--- src/rtl/cond_unit_pkg.sv ---
// Shared constants for the conditional-execution stage: ARM condition codes
// and the bit positions of N, Z, C, V inside the status register.
package cond_unit_pkg;

  localparam logic [3:0] COND_EQ = 4'b0000;
  localparam logic [3:0] COND_NE = 4'b0001;
  localparam logic [3:0] COND_CS = 4'b0010;
  localparam logic [3:0] COND_CC = 4'b0011;
  localparam logic [3:0] COND_MI = 4'b0100;
  localparam logic [3:0] COND_PL = 4'b0101;
  localparam logic [3:0] COND_VS = 4'b0110;
  localparam logic [3:0] COND_VC = 4'b0111;
  localparam logic [3:0] COND_HI = 4'b1000;
  localparam logic [3:0] COND_LS = 4'b1001;
  localparam logic [3:0] COND_GE = 4'b1010;
  localparam logic [3:0] COND_LT = 4'b1011;
  localparam logic [3:0] COND_GT = 4'b1100;
  localparam logic [3:0] COND_LE = 4'b1101;
  localparam logic [3:0] COND_AL = 4'b1110;

  localparam int FLAG_N = 3;
  localparam int FLAG_Z = 2;
  localparam int FLAG_C = 1;
  localparam int FLAG_V = 0;

endpackage

--- src/rtl/cond_unit_cond_check.sv ---
// Combinational condition evaluator: decides whether the instruction's
// condition field passes against the current NZCV register.
import cond_unit_pkg::*;

module cond_check (
  input  logic [3:0] Cond,
  input  logic [3:0] Flags,
  output logic       CondEx
);

  logic n, z, c, v;

  assign n = Flags[FLAG_N];
  assign z = Flags[FLAG_Z];
  assign c = Flags[FLAG_C];
  assign v = Flags[FLAG_V];

  always_comb begin
    // NOTE: default assigned before the case so every path drives CondEx and no latch is inferred.
    CondEx = 1'b1;
    case (Cond)
      COND_EQ: CondEx = z;
      COND_NE: CondEx = ~z;
      COND_CS: CondEx = c;
      COND_CC: CondEx = ~c;
      COND_MI: CondEx = n;
      COND_PL: CondEx = ~n;
      COND_VS: CondEx = v;
      COND_VC: CondEx = ~v;
      COND_HI: CondEx = c & ~z;
      COND_LS: CondEx = ~c | z;
      COND_GE: CondEx = (n == v);
      COND_LT: CondEx = (n != v);
      COND_GT: CondEx = ~z & (n == v);
      COND_LE: CondEx = z | (n != v);
      default: CondEx = 1'b1;  // AL and 4'b1111 both execute unconditionally
    endcase
  end

endmodule

--- src/rtl/cond_unit.sv ---
// Conditional-execution stage of the multicycle ARM controller: NZCV register,
// condition gating of write strobes. Optional squash counter under COND_STATS_EN.
import cond_unit_pkg::*;

module cond_unit #(
  parameter int CNT_W = 16
) (
  input  logic             clk,
  input  logic             reset,
  input  logic [3:0]       Cond,
  input  logic [3:0]       ALUFlags,
  input  logic [1:0]       FlagW,
  input  logic             NextPC,
  input  logic             Branch,
  input  logic             RegW,
  input  logic             MemW,
  output logic             PCWrite,
  output logic             RegWrite,
  output logic             MemWrite,
  output logic [3:0]       Flags,
  output logic [CNT_W-1:0] SquashCount
);

  logic       CondEx;
  logic       CondExDelayed;
  logic [1:0] FlagWrite;

  cond_check u_cond_check (
    .Cond   (Cond),
    .Flags  (Flags),
    .CondEx (CondEx)
  );

  // Flag-setting instructions are judged against the pre-update flags.
  assign FlagWrite = FlagW & {2{CondEx}};

  always_ff @(posedge clk) begin
    // NOTE: non-blocking assignments so every register samples pre-edge values.
    if (reset) begin
      Flags         <= 4'b0000;
      CondExDelayed <= 1'b0;
    end else begin
      if (FlagWrite[1]) Flags[FLAG_N:FLAG_Z] <= ALUFlags[FLAG_N:FLAG_Z];
      if (FlagWrite[0]) Flags[FLAG_C:FLAG_V] <= ALUFlags[FLAG_C:FLAG_V];
      CondExDelayed <= CondEx;
    end
  end

  // Later states of an instruction use the condition evaluated at decode.
  assign PCWrite  = NextPC | (Branch & CondExDelayed);
  assign RegWrite = RegW & CondExDelayed;
  assign MemWrite = MemW & CondExDelayed;

`ifdef COND_STATS_EN
  logic [CNT_W-1:0] squash_cnt;
  logic             squash;

  assign squash = (RegW | MemW | Branch) & ~CondExDelayed;

  always_ff @(posedge clk) begin
    if (reset) begin
      squash_cnt <= '0;
    end else if (squash && (squash_cnt != '1)) begin
      squash_cnt <= squash_cnt + CNT_W'(1);
    end
  end

  assign SquashCount = squash_cnt;
`else
  assign SquashCount = '0;
`endif

endmodule

--- config.mk ---
export PLATFORM = sky130hd
export DESIGN_NAME = cond_unit
export DESIGN_NICKNAME = d
export VERILOG_FILES = /design/src/rtl/cond_unit_pkg.sv /design/src/rtl/cond_unit_cond_check.sv /design/src/rtl/cond_unit.sv
export SDC_FILE = /design/constraint.sdc
export NUM_CORES = 1
export LEC_CHECK = 0
export CAP_MARGIN = 20
export CORE_UTILIZATION = 30
export DETAILED_ROUTE_END_ITERATION = 16
export PLACE_DENSITY = 0.71
export SLEW_MARGIN = 10
export SYNTH_ARGS = -nofsm -noshare
export SYNTH_HDL_FRONTEND = slang
export SYNTH_SLANG_ARGS = --single-unit
--- constraint.sdc ---
create_clock -name clk -period 1.8 [get_ports clk]
set_clock_uncertainty 0.05 [all_clocks]
set_input_delay 0.36 -clock clk [delete_from_list [all_inputs] [get_ports clk]]
set_output_delay 0.36 -clock clk [all_outputs]
set_load 0.1 [all_outputs]
== Word level (Yosys, flattened, before mapping) ==
Cells that the tools add are included.

* Output and inout port bits: 23
* Word-level logic and storage cells: 33
* Register bits after elaboration: 5
* Input bits: 16

* Equal/unequal tests: 15
* Mux-type cells: 1
* Reductions and logical operators: 1
* Bitwise gates (word level): 13

{| class="wikitable"
|+ Operators with widths
! kind !! number
|-
| 4-bit == test (second input constant) || 6
|-
| 4-bit by 3-bit == test with 1-bit output (second input constant) || 4
|-
| 1-bit one-hot mux with 14 select lines || 1
|-
| 4-bit by 2-bit == test with 1-bit output (second input constant) || 2
|-
| 1-bit bitwise AND || 5
|-
| 4-bit by 1-bit == test with 1-bit output (second input constant) || 1
|-
| 4-bit logical NOT || 1
|-
| 1-bit NOT || 4
|-
| 1-bit bitwise OR || 3
|-
| 2-bit bitwise AND || 1
|-
| 1-bit == test || 1
|-
| 1-bit != test || 1
|}

== Depth between registers and ports, before layout ==
Gate-level depths: netlist (run 1).

* Word-level depth: 4
* Depth in mapped cells: 5
* Mapped depth without buffers: 5

== Cells and area by module ==
A second synthesis (run 1) with hierarchy kept.

* Cells, all modules: 62
* Area, all modules: 506.7 um^2

{| class="wikitable"
|+ By module, submodules not included
! module !! area each (um^2) !! cells each !! seq. area each (um^2) !! times used
|-
| cond_unit || 341.6 || 39 || 100.1 || 1
|-
| cond_check || 165.2 || 23 || 0.0 || 1
|}

== Least setup slack after synthesis (run 1) ==
OpenSTA, ideal clock, no wires.

* Path kind: register -> register
* Start point: reg Flags[3]
* End point: reg Flags[0]
* Arrival time: 2089 ps
* Setup time: 122 ps
* Path buffers: 0
* Stages on the path, launching flop included: 6
* Path slack: -461 ps
* Period minus slack after synthesis: 2261 ps
* Data required time: 1628 ps
* Cell sequence: dfxtp_1 > xnor3_1 > o211ai_2 > o311a_4 > a21boi_2 > mux2i_1

* Word-level cells in the longest chain between the ends: 4
* Elaborated cells between the ends (all ways): 7
* Those cells by class: 2 x eq/ne; 1 x mux; 4 x bitwise

{| class="wikitable"
|+ Ends and longest elaborated chain
! what !! line !! source
|-
| start: declaration || cond_unit.sv:20 || <nowiki>output logic [3:0] Flags,</nowiki>
|-
| start signal: indexed assignment || cond_unit.sv:43 || <nowiki>if (FlagWrite[1]) Flags[FLAG_N:FLAG_Z] <= ALUFlags[FLAG_N:FLAG_Z];</nowiki>
|-
| start signal: indexed assignment || cond_unit.sv:44 || <nowiki>if (FlagWrite[0]) Flags[FLAG_C:FLAG_V] <= ALUFlags[FLAG_C:FLAG_V];</nowiki>
|-
| 1-bit != test / 1-bit == test (equally long branches) || n/a ||
|-
| 1-bit bitwise OR / 1-bit bitwise AND (equally long branches) || cond_unit_cond_check.sv:35, cond_unit_cond_check.sv:34 ||
|-
| 1-bit one-hot mux with 14 select lines (*) || cond_unit_cond_check.sv:21 || <nowiki>case (Cond)</nowiki>
|-
| 2-bit bitwise AND (*) || cond_unit.sv:35 || <nowiki>assign FlagWrite = FlagW & {2{CondEx}};</nowiki>
|}

Mark *: on every way between the ends. The rest lies on a longest branch, timed or not.
A chain may end at the register's enable or synchronous reset.

== Worst setup path after layout (run 1) ==
* Start point: in Cond[0]
* End point: reg Flags[2]

* Word-level cells in the longest chain between the ends: 3
* Elaborated cells between the ends (all ways): 16
* Those cells by class: 13 x eq/ne; 1 x mux; 1 x bitwise; 1 x reduce/logical

{| class="wikitable"
|+ Ends and longest elaborated chain
! what !! line !! source
|-
| start: declaration || cond_unit.sv:10 || <nowiki>input logic [3:0] Cond,</nowiki>
|-
| 4-bit == test, or another cell as far along || cond_unit_cond_check.sv:21 ||
|-
| 1-bit one-hot mux with 14 select lines (*) || cond_unit_cond_check.sv:21 ||
|-
| 2-bit bitwise AND (*) || cond_unit.sv:35 ||
|}

Marks and branches as above.

==> run metrics, run 1 <==
endpoints failing setup=0; Synth area leader=buf_4; Synth top cells by count=buf_4 (16), mux2i_1 (7), or2b_2 (7); Area growth, synth to finish=62.9%; Reg-to-Reg Start=Flags[3]$_SDFFE_PP0P_; FP Rows=15; final max-slew violation count=0; sequential area share after synthesis=0.180; R2R depth=5; Final nets=104; synth top area cells=buf_4 (22%), dfxtp_1 (18%), mux2i_1 (13%), or2b_2 (11%), a21boi_2 (4.0%); filler instances=161; wire length per cell=9.37 µm; DR vias/cell=4.07; top-area cell type share of the netlist area=0.216; status=finished, final reports clean; critical-path maximum fanout=6; dpl hpwl=832 µm; final design utilization=0.525; clk_lat worst skew=0.24 ns; register bit total from synthesis=5; core box area=1730 µm²; n_diodes=0; 1st-iter DRT viols=0; Netlist cell types=22; htree depth=1; Post-Syn Instances=57; Vias=roughly 460; placed insts=107; fmax=approximately 570 MHz; setup slack, reg-to-reg=0.25 ns; CTS Hold Buffers Added=0; number of synthesized flops with an enable pin=0; Worst Setup End Kind=flip-flop; clk sinks=5; largest net degree at the start of global routing=10; Final Hold Fails=0; most common cell in the synthesized netlist=buf_4; Hold Crit Start=Flags[1]$_SDFFE_PP0P_; Total GRT Usage=0.108; share of post-route cells with drive strength above 1=0.379; post-route ant nets=0; MaxCap Viol Count=0; I/O pin cnt=39; pwr dens=736 nW/µm²; final WL=1.05 mm; hold worst-path end=Flags[1]$_SDFFE_PP0P_; initial antenna violation count=0; clock slew at reported path FFs=0.04 ns; vias in the first global route=between 300 and 400; die area=2030 µm²; yosys warns=0; Clock Tree Root=clkbuf_4; startpoint types=input pin; critical path arrival=1.82 ns; Post-Layout Cell Count=about 110; Synth Flop Type=dfxtp_1; Die W=between 40 and 50 µm; Syn Area/Cell=9.77 µm²; Initial DRT Pass Iterations=1; Num CTS Buffers=3; worst hold path class=reg2reg; number of buffers added on ports=22; CTS tree=done; Tmin final=approximately 1.7 ns; Die Y-Extent=45.1 µm; Leakage Power=0.402 nW; remaining routing DRC violations=0; synthesized cell area=~560 µm²; hold path depth=2; Placer Congestion=0.719; Critical R2R Capture=Flags[2]$_SDFFE_PP0P_; VDD IR max=343 µV; gr ovfl total=0; Critical Path RT=approximately 1.9 ns; critical path type=in2reg; crit share post-route=0.970; share of flip-flops with an asynchronous set or reset=0; first-pass GRT wire length=1.60 mm; Starting Density=0.322; Clock Path Buffers=2
==> cell type report <==
type	count	area (µm²)	share of cell area
Clock buffer	4	26.3	0.0290
Multi-Input combinational cell	51	413	0.455
Sequential cell	5	110	0.121
Tap cell	25	31.3	0.0345
Timing Repair Buffer	27	327	0.360
==> flip-flops by register name, indices dropped and copies added (netlist names) <==
| name | count |
|---|---|
| CondExDelayed | 1 |
| Flags | 4 |
==> where the power goes <==
| group | internal [mW] | switching [mW] | total (mW) | leakage, nW |
|---|---|---|---|---|
| clock network | 0.0840 | 0.0493 | 0.133 | 0.0150 |
| registers | 0.120 | 0.0144 | 0.135 | 0.0433 |
| logic | 0.126 | 0.274 | 0.400 | 0.343 |
==> how the worst max path moves through the flow <==
stage	end	from	depth (start not counted)
after floorplan	Flags[1]$_SDFFE_PP0P_	Flags[2]$_SDFFE_PP0P_	5
after global placement	Flags[0]$_SDFFE_PP0P_	Cond[1]	6
after detailed placement	Flags[1]$_SDFFE_PP0P_	Cond[1]	6
after CTS	Flags[1]$_SDFFE_PP0P_	Cond[2]	6
after global routing	Flags[1]$_SDFFE_PP0P_	Cond[0]	6
final	Flags[2]$_SDFFE_PP0P_	Cond[0]	6
==> layout by cell type (no fill, tap or decap), types with 2 or more instances in the layout <==
cell,instances
conb_1,16
clkdlybuf4s50_1,14
or2b_2,7
mux2i_1,7
buf_12,7
buf_4,5
clkbuf_4,3
dfxtp_4,2
dfxtp_2,2
and2_1,2
and3b_1,2
a21boi_4,2
==> routing by layer <==
metal / global-route usage / vias up / routed length (µm) / share of wire
met5: 0 / - / 0 / 0
met4: 0.0364 / 0 / 0 / 0
met3: 0.0360 / 0 / 112 / 0.11
met2: 0.168 / 30 / 515 / 0.49
met1: 0.139 / 202 / 421 / 0.40
li1: - / 224 / - / -
==> cells by family after synthesis <==
logic type      share of synthesized area
simple gates                        0.238
compound gates                      0.137
xor+xnor                           0.0719
other cells                       0.00674
flops                               0.180
buf+inv                             0.216
mux                                 0.151
==> repair_timing <==
action	4_1_cts	5_1_grt
resized for setup	3	1
setup endpoints to repair	4	4
setup buffers	0	1
pin swaps	0	0
==> worst max-delay path, stage by stage <==
cell             delay, ns
clkdlybuf4s50_1       0.60
xnor3_1               0.27
o211ai_2              0.16
o311a_4               0.25
a21boi_4              0.06
mux2i_1               0.11
==> stage by stage <==
stage               worst slack, ns  hold slack [ns]  total power, mW  cell area (µm²)  setup TNS (ns)
detailed placement           -0.274            0.546            0.528              855           -1.15
floorplan                    0.0108            0.379            0.449              623               0
global placement             -0.253            0.535            0.525              855           -1.01
CTS                          0.0231            0.555            0.671              895               0
finish                       0.0542            0.552            0.668              907               0
global route               -0.00721            0.565            0.698              907         -0.0123
No activity file was read; power rests on OpenSTA's default activity.
==> run 2, diff against run 1 <==
--- a/config.mk
+++ b/config.mk
@@ -7,8 +7,10 @@
 export LEC_CHECK = 0
 export CAP_MARGIN = 20
 export CORE_UTILIZATION = 30
+export CTS_CLUSTER_SIZE = 8
 export DETAILED_ROUTE_END_ITERATION = 16
 export PLACE_DENSITY = 0.71
+export RECOVER_POWER = 100
 export SLEW_MARGIN = 10
 export SYNTH_ARGS = -nofsm -noshare
 export SYNTH_HDL_FRONTEND = slang
==> constraint.sdc (replaced) <==
create_clock -name clk -period 1.8 [get_ports clk]
set_clock_uncertainty 0.05 [all_clocks]
set_input_delay 0.36 -clock clk [delete_from_list [all_inputs] [get_ports clk]]
set_output_delay 0.36 -clock clk [all_outputs]
set_load 0.02 [all_outputs]
==> run metrics, run 2 (synthesis results as in run 1) <==
Final nets=102; R2R depth=5; Num CTS Buffers=3; Slowest-stage cell, CP=dlygate4sd3_1; Area growth, synth to finish=48.1%; Tmin final=1.76 ns; startpoint types=input pin; Hold Crit Start=Flags[1]$_SDFFE_PP0P_; clk sinks=5; DR vias/cell=4.05; number of buffers added on ports=22; core box area=1730 µm²; Final Hold Fails=0; FP Rows=15; Die W=45.1 µm; Design Area, Final=~820 µm²; Placer Congestion=~0.75; most flop-heavy register=Flags; critical path type=in2out; Vias=446; CTS tree=done; final max-slew violation count=0; Multi-input gate area=427 µm²; switching part of the total=0.334; Starting Density=0.322; max FFs per register=4; worst hold path class=reg2reg; CTS Hold Buffers Added=0; Die Y-Extent=45.1 µm; post-route ant nets=0; combinational share of power=0.421; Clock Tree Root=clkbuf_4; sw power=151 µW; status=finished, final reports clean; htree depth=1; wire length per cell=10.1 µm; Clock Path Buffers=2; final setup margin=0.0356 ns; Worst Setup End Kind=output pin; MaxCap Viol Count=0; part of the power in the clock network=0.290; largest net degree at the start of global routing=10; pre-CTS setup slack=-0.363 ns; remaining routing DRC violations=0; VDD IR max=roughly 290 µV; slowest stage delay, CP=0.54 ns; Largest regs=Flags x4, CondExDelayed x1; worst path bufs/invs=2; first-pass GRT wire length=1.57 mm; Leakage Power=0.378 nW; clock slew at reported path FFs=0.04 ns; endpoints failing setup=0; P_int=301 µW; 1st-iter DRT viols=2; most common cell after layout, fill and taps aside=conb_1; pwr dens=around 550 nW/µm²; Critical Path RT=1.39 ns; I/O pin cnt=39; dpl hpwl=854 µm; Critical R2R Capture=Flags[0]$_SDFFE_PP0P_; Storage cell area=roughly 100 µm²; Reg power frac=0.288; gr ovfl total=0; n_diodes=0; most frequent cells in the layout=conb_1 (16), clkdlybuf4s50_1 (14), or2b_2 (7), mux2i_1 (7), dfxtp_1 (5); vias in the first global route=roughly 370; initial antenna violation count=0; critical path arrival=1.35 ns; setup slack, reg-to-reg=~0.14 ns; final WL=1.11 mm; Total GRT Usage=0.110; cell family with most CP delay=buffers and inverters; crit share post-route=0.980; fmax=567 MHz; CP cell instances=dlygate4sd3_1 -> and2_1 -> dlygate4sd2_1; hold path depth=2; filler instances=171; critical-path maximum fanout=1; die area=2030 µm²; hold slack final=0.534 ns; share of post-route cells with drive strength above 1=0.247; hold worst-path end=Flags[1]$_SDFFE_PP0P_; Initial DRT Pass Iterations=3; Reg-to-Reg Start=Flags[3]$_SDFFE_PP0P_; dpl cell area=about 760 µm²; clk_lat worst skew=0.24 ns
run 2: power by group through the flow:
stage,clock network [mW],logic [mW],registers (mW)
after floorplan,0,0.128,0.137
after global placement,0,0.177,0.133
after detailed placement,0,0.181,0.133
after CTS,0.137,0.177,0.131
after global routing,0.145,0.204,0.132
final,0.131,0.191,0.131
run 2: through the flow:
stage,setup TNS (ns),total power [mW],utilization,instances
finish,0,0.453,0.478,110
CTS,0,0.445,0.452,109
detailed placement,-1.96,0.314,0.440,105
global placement,-1.65,0.310,0.440,105
floorplan,0,0.265,-,72
global route,-0.00898,0.482,0.478,110
run 2: final cells by class:
class                      instances  share of cell area
multi-input combinational         51               0.517
clock buffer                       4              0.0319
tap                               25              0.0379
sequential                         5               0.121
timing repair buffer              25               0.291
run 2: repair_timing:
| item | 4_1_cts | 5_1_grt |
|---|---|---|
| buffers inserted | 0 | 1 |
| endpoints found under the setup margin | 7 | 4 |
| gates resized for setup | 4 | 6 |
run 2: worst min-delay path: stages, from the launching register on:
cell and delay (ns):
dfxtp_1 0.32, or2b_2 0.16, mux2i_1 0.05
run 2: how the worst max path moves through the flow:
| stage | startpoint | slack, ns | depth (start not counted) | end |
|---|---|---|---|---|
| after floorplan | Flags[3]$_SDFFE_PP0P_ | 0.15 | 5 | Flags[0]$_SDFFE_PP0P_ |
| after global placement | Cond[1] | -0.30 | 6 | Flags[0]$_SDFFE_PP0P_ |
| after detailed placement | Cond[1] | -0.36 | 6 | Flags[3]$_SDFFE_PP0P_ |
| after CTS | Flags[3]$_SDFFE_PP0P_ | 0.04 | 1 | Flags[3] |
| after global routing | Flags[3]$_SDFFE_PP0P_ | -0.009 | 1 | Flags[3] |
| final | RegW | 0.04 | 3 | RegWrite |
run 2: routing by layer:
layer	up-vias	GRT usage	routed length, µm
met3	0	0.0640	114
met5	-	0	0
met4	0	0.0182	0
met2	25	0.186	545
li1	219	-	-
met1	202	0.122	448
